`src/rtl/instruction_fetch_unit.sv`:
```
// instruction_fetch_unit
// IF-stage fetch unit. Owns the PC, drives the instruction memory byte address,
// and captures the returned word into the IF/ID pipeline register. Handles
// stall, flush, branch/jump redirect and a sticky halt.
//
// Ports:
//   Clk, Reset          clock, asynchronous active-low reset
//   Stall, Flush        hold PC and IF/ID / squash the incoming instruction
//   Redirect, RedirectTarget  load a new PC (taken branch/jump)
//   Halt                stop fetching until reset
//   ImemInstruction     word read combinationally at ImemAddress
//   ImemAddress, PC     current fetch byte address
//   IfIdInstruction, IfIdPCPlus4, IfIdValid  IF/ID pipeline register
//   FetchCount          valid instructions loaded into IF/ID (wraps)
//   Halted              unit is in the HALTED state
//   MisalignErr         one-cycle pulse on a redirect with target[1:0] != 0
//   PcOutOfRange        combinational: PC beyond the instruction memory
module instruction_fetch_unit #(
  parameter logic [31:0] RESET_PC   = 32'h0000_0000,
  parameter int unsigned IMEM_WORDS = 128
) (
  input  logic        Clk,
  input  logic        Reset,
  input  logic        Stall,
  input  logic        Flush,
  input  logic        Redirect,
  input  logic [31:0] RedirectTarget,
  input  logic        Halt,
  input  logic [31:0] ImemInstruction,
  output logic [31:0] ImemAddress,
  output logic [31:0] PC,
  output logic [31:0] IfIdInstruction,
  output logic [31:0] IfIdPCPlus4,
  output logic        IfIdValid,
  output logic [31:0] FetchCount,
  output logic        Halted,
  output logic        MisalignErr,
  output logic        PcOutOfRange
);

  localparam int unsigned LP_W         = 32;
  localparam logic [LP_W-1:0] LP_IMEM_BYTES = LP_W'(IMEM_WORDS * 4);

  typedef enum logic [1:0] {
    S_BOOT   = 2'd0,
    S_RUN    = 2'd1,
    S_HALTED = 2'd2
  } state_t;

  state_t          r_state;
  logic [LP_W-1:0] r_pc;
  logic [LP_W-1:0] r_ifid_instr;
  logic [LP_W-1:0] r_ifid_pcp4;
  logic            r_ifid_valid;
  logic [LP_W-1:0] r_fetch_count;
  logic            r_misalign;

  state_t          w_state_nx;
  logic [LP_W-1:0] w_pc_nx;
  logic [LP_W-1:0] w_ifid_instr_nx;
  logic [LP_W-1:0] w_ifid_pcp4_nx;
  logic            w_ifid_valid_nx;
  logic [LP_W-1:0] w_fetch_count_nx;
  logic            w_misalign_nx;
  logic [LP_W-1:0] w_pc_plus4;

  // State and pipeline registers
  always_ff @(posedge Clk or negedge Reset) begin
    if (!Reset) begin
      r_state       <= S_BOOT;
      r_pc          <= RESET_PC;
      r_ifid_instr  <= '0;
      r_ifid_pcp4   <= '0;
      r_ifid_valid  <= 1'b0;
      r_fetch_count <= '0;
      r_misalign    <= 1'b0;
    end else begin
      r_state       <= w_state_nx;
      r_pc          <= w_pc_nx;
      r_ifid_instr  <= w_ifid_instr_nx;
      r_ifid_pcp4   <= w_ifid_pcp4_nx;
      r_ifid_valid  <= w_ifid_valid_nx;
      r_fetch_count <= w_fetch_count_nx;
      r_misalign    <= w_misalign_nx;
    end
  end

  // Next-state and register update; rules in RUN are prioritised top-down
  always_comb begin
    w_state_nx       = r_state;
    w_pc_nx          = r_pc;
    w_ifid_instr_nx  = r_ifid_instr;
    w_ifid_pcp4_nx   = r_ifid_pcp4;
    w_ifid_valid_nx  = r_ifid_valid;
    w_fetch_count_nx = r_fetch_count;
    w_misalign_nx    = 1'b0;
    w_pc_plus4       = r_pc + LP_W'(4);

    case (r_state)
      S_BOOT: begin
        w_state_nx      = S_RUN;
        w_ifid_valid_nx = 1'b0;
      end
      S_RUN: begin
        if (Halt) begin
          w_state_nx      = S_HALTED;
          w_ifid_valid_nx = 1'b0;
        end else if (Redirect) begin
          // Wrong-path instruction is squashed; target is forced word-aligned
          w_pc_nx         = {RedirectTarget[LP_W-1:2], 2'b00};
          w_ifid_valid_nx = 1'b0;
          w_misalign_nx   = |RedirectTarget[1:0];
        end else if (Stall) begin
          if (Flush) begin
            w_ifid_valid_nx = 1'b0;
          end
        end else if (Flush) begin
          w_pc_nx         = w_pc_plus4;
          w_ifid_valid_nx = 1'b0;
          w_ifid_instr_nx = '0;
        end else begin
          w_pc_nx          = w_pc_plus4;
          w_ifid_instr_nx  = ImemInstruction;
          w_ifid_pcp4_nx   = w_pc_plus4;
          w_ifid_valid_nx  = 1'b1;
          w_fetch_count_nx = r_fetch_count + LP_W'(1);
        end
      end
      S_HALTED: begin
        w_ifid_valid_nx = 1'b0;
      end
      default: begin
        w_state_nx      = S_BOOT;
        w_ifid_valid_nx = 1'b0;
      end
    endcase
  end

  assign ImemAddress     = r_pc;
  assign PC              = r_pc;
  assign IfIdInstruction = r_ifid_instr;
  assign IfIdPCPlus4     = r_ifid_pcp4;
  assign IfIdValid       = r_ifid_valid;
  assign FetchCount      = r_fetch_count;
  assign Halted          = (r_state == S_HALTED);
  assign MisalignErr     = r_misalign;
  assign PcOutOfRange    = (r_pc >= LP_IMEM_BYTES);

endmodule

```
`config.mk`:
```
export PLATFORM = sky130hd
export DESIGN_NAME = instruction_fetch_unit
export DESIGN_NICKNAME = d
export VERILOG_FILES = /design/src/rtl/instruction_fetch_unit.sv
export SDC_FILE = /design/constraint.sdc
export NUM_CORES = 1
export LEC_CHECK = 0
export ABC_AREA = 1
export ABC_CLOCK_PERIOD_IN_PS = 2100
export CAP_MARGIN = 20
export CELL_PAD_IN_SITES_DETAIL_PLACEMENT = 1
export CELL_PAD_IN_SITES_GLOBAL_PLACEMENT = 1
export CORE_ASPECT_RATIO = 1.1
export CORE_MARGIN = 5
export CORE_UTILIZATION = 33
export CTS_CLUSTER_SIZE = 40
export DETAILED_ROUTE_END_ITERATION = 16
export PLACE_DENSITY_LB_ADDON = 0.05
export SETUP_SLACK_MARGIN = 0.15
export SYNTH_ARGS = -nofsm -noshare
export SYNTH_HDL_FRONTEND = slang
export SYNTH_SLANG_ARGS = --single-unit
```
`constraint.sdc`:
```
create_clock -name Clk -period 2.1 [get_ports Clk]
set_clock_uncertainty 0.1 [all_clocks]
set_input_delay 0.42 -clock Clk [delete_from_list [all_inputs] [get_ports Clk]]
set_output_delay 0.42 -clock Clk [all_outputs]
set_load 0.02 [all_outputs]
```
==> metrics.yaml, run 1 <==
wl_mm: 25.1
worstSetupPathType: "reg -> out"
synth_top_area_share_pct: 45.9
startpoint_type: "flop"
final_area_um2: 10400
syn_to_final_growth_pct: 49.6
synth_enable_flop_cells: 0
maxSlewHeadroom_pct: 63.1
cp.arrival_ps: 1640
p_per_area_nw_per_um2: 1290
vias: 6998
n_antenna_cell: 0
max_stage_delay_ps: 380
p_leak_uw: 0.00542
cts_tree: "built"
die_w_um: 149
ant_nets: 0
fillers: 2565
cp_num_buf_inv: 2
crit_required_ps: 1580
grt_pass1_wl_mm: 40.7
grt_pass1_vias: 7576
max_freq_mhz: 462
drive_above_1_share_pct: 11.0
ys_ff_latch: 128
multi_input_area_um2: 3090
synth_cell_type_count: 33
grt_overflow: 0
slew_violations: 0
die_h_um: 163
placementRows: 55
drc: 0
seq_area_um2: 3210
dieArea_um2: 24200
fin_hold_ws_ps: 374
yosys.area.top_type: "dfrtp_1"
crit_path_top_delay_cell: "dfrtp_1"
synth_common_cells: "nand2_1 (309), nor2_1 (130), dfrtp_1 (128), inv_1 (98), o21ai_0 (62)"
dp_slack_ps: -121
ys_warn_count: 0
syn-instance-count: 948
cap_violations: 0
hold_viol_final: 0
hpwl_mm: 19.5
synth_ff_type: "dfrtp_1"
viasPerCell: 4.67
finalNetCount: 1275
coreArea_um2: 20700
violations: "negative setup slack"
drt-wirelength-per-cell_um: 16.8
drtIter0Drc: 236
clk_pin_slew_ps: 60
tightest_slew_ps: 553
first_pass_iters: 4
path_common_cell: "nand4_1"
syn_area_per_cell_um2: 7.37
grt_max_degree: 55
numCtsBuffers: 17
cts_buffer_depth: 2
grt_usage_pct: 21.3
period_needed_ps: 2160
finalCritPeriodShare_pct: 103
yosysMostFrequentCell: "nand2_1"
syn_area_um2: 6980
clk_latency_ps: 420
cts_max_level: 4
postSynth.asyncResetShare_pct: 100
io_pins: 234
status: "finished, violations left"
antenna_found_initial: 0
placement.io_buffers: 227
yosys-top-cells-area: "dfrtp_1 (46%), nand2_1 (17%), nor2_1 (7.0%)"
rsz0062_at_grt: "yes"
end_kind: "output pin"
layout_setup_ws_ps: -62.9
start_util_pct: 33.7
critical_path.max_fanout: 2
crit_chain: "inv_1, nand4_1, nor4_2, nand4_1, buf_6"
critPathTopFamily: "simple AND/OR/NAND/NOR gates"
yosysSeqAreaShare_pct: 45.9
placedInstanceArea_um2: 9820
root_buffer: "clkbuf_16"
hp-class: "reg -> reg"
vdd.ir_drop.worst_uv: 584
clock_sinks: 128
report.final.setup_viol: 1
gp_congestion: 0.877
==> per-stage QoR <==
stage	setup TNS (ps)	total power, uW	cells	util (%)
floorplan	0	7580	953	-
global placement	-89.6	11000	1467	47.4
detailed placement	-2500	11100	1467	47.4
CTS	-184	13700	1500	49.8
global route	-154	14400	1500	50.4
finish	-62.9	13500	1500	50.4
==> repair_timing <==
item	4_1_cts	5_1_grt
pin swaps	2	6
endpoints found under the setup margin	111	58
endpoints found under the hold margin	49	0
hold buffers	1	0
buffers inserted	0	0
gates resized for setup	113	51
==> routing by layer <==
layer	track usage [%]	wire length (um)
met3	4.37	1140
met5	0	0
met4	6.09	518
met1	25.8	10500
met2	38.1	13000
==> worst min-delay path, cell delays in order (launching register included) <==
cell and delay (ps):
dfrtp_1 340, nand2_1 50, nand2_1 50
==> cells by family (layout without fill, tap and decap cells) <==
logic type               after synthesis  count (layout)  share of synthesized area (%)
AND/OR/NAND/NOR                      539             539                           32.4
AO/OA/AOI/OAI                         87              87                           6.63
flip-flops                           128             128                           45.9
adder cells (fa/ha/maj)                3               3                          0.538
XOR/XNOR                              26              26                           3.26
buffers and inverters                164             426                           11.2
other                                  1               6                         0.0537
==> layout make-up <==
class                      count  share of cell area (%)
inverter                     103                    3.70
clock buffer                  19                    4.24
multi-input combinational    661                    29.6
timing repair buffer         291                    26.8
sequential                   128                    30.7
tap                          285                    3.41
clock inverter                13                    1.57
==> layout by cell type (no fill, tap or decap), types with 9 or more instances in the layout <==
| master | instances |
|---|---|
| clkbuf_16 | 17 |
| dlymetal6s2s_1 | 30 |
| xor2_1 | 17 |
| nor2_1 | 127 |
| buf_4 | 55 |
| xnor2_1 | 9 |
| nand4_1 | 13 |
| inv_1 | 96 |
| nand2_1 | 308 |
| o21ai_0 | 61 |
| a31oi_1 | 11 |
| clkdlybuf4s50_1 | 89 |
| nand3_1 | 49 |
| dlygate4sd2_1 | 105 |
| dfrtp_1 | 125 |
==> sequential cells by signal, summed over array words and instances (netlist names) <==
register / flops
ImemAddress: 30
r_state: 2
IfIdValid: 1
FetchCount: 32
MisalignErr: 1
IfIdPCPlus4: 30
IfIdInstruction: 32
==> final timing paths <==
check / from / slack, ps / depth (start not counted) / to
worst max-delay path: ImemAddress[26]$_DFFE_PN0P_ / -60 / 5 / PcOutOfRange
worst min register to register: IfIdPCPlus4[27]$_DFFE_PN0P_ / 370 / 2 / IfIdPCPlus4[27]$_DFFE_PN0P_
min in group asynchronous: Reset / 430 / 2 / IfIdInstruction[20]$_DFFE_PN0P_
max in group asynchronous: Reset / 850 / 3 / ImemAddress[2]$_DFFE_PN0P_
worst max register to register: FetchCount[1]$_DFFE_PN0P_ / 300 / 7 / FetchCount[16]$_DFFE_PN0P_
worst min-delay path: IfIdPCPlus4[27]$_DFFE_PN0P_ / 370 / 2 / IfIdPCPlus4[27]$_DFFE_PN0P_
==> where the power goes <==
part | switching, uW | internal, uW | leakage (uW)
sequential | 594 | 3350 | 0.00163
clock | 1180 | 1900 | 0.000281
combinational | 3890 | 2590 | 0.00351
Power figures use the tool's default switching activity.
==> inputs of run 2 (changes only) <==
--- a/config.mk
+++ b/config.mk
@@ -13,6 +13,7 @@
 export CORE_ASPECT_RATIO = 1.1
 export CORE_MARGIN = 5
 export CORE_UTILIZATION = 33
+export CTS_CLUSTER_DIAMETER = 40
 export CTS_CLUSTER_SIZE = 40
 export DETAILED_ROUTE_END_ITERATION = 16
 export PLACE_DENSITY_LB_ADDON = 0.05
==> results of run 2 <==
Same layout as run 1: the final DEF is identical, and so are final timing and power.
==> inputs of run 3 (changes only) <==
--- a/config.mk
+++ b/config.mk
@@ -13,7 +13,7 @@
 export CORE_ASPECT_RATIO = 1.1
 export CORE_MARGIN = 5
 export CORE_UTILIZATION = 33
-export CTS_CLUSTER_DIAMETER = 40
+export CTS_CLUSTER_DIAMETER = 60
 export CTS_CLUSTER_SIZE = 40
 export DETAILED_ROUTE_END_ITERATION = 16
 export PLACE_DENSITY_LB_ADDON = 0.05
==> results of run 3 <==
Same layout as run 1: the final DEF is identical, and so are final timing and power.
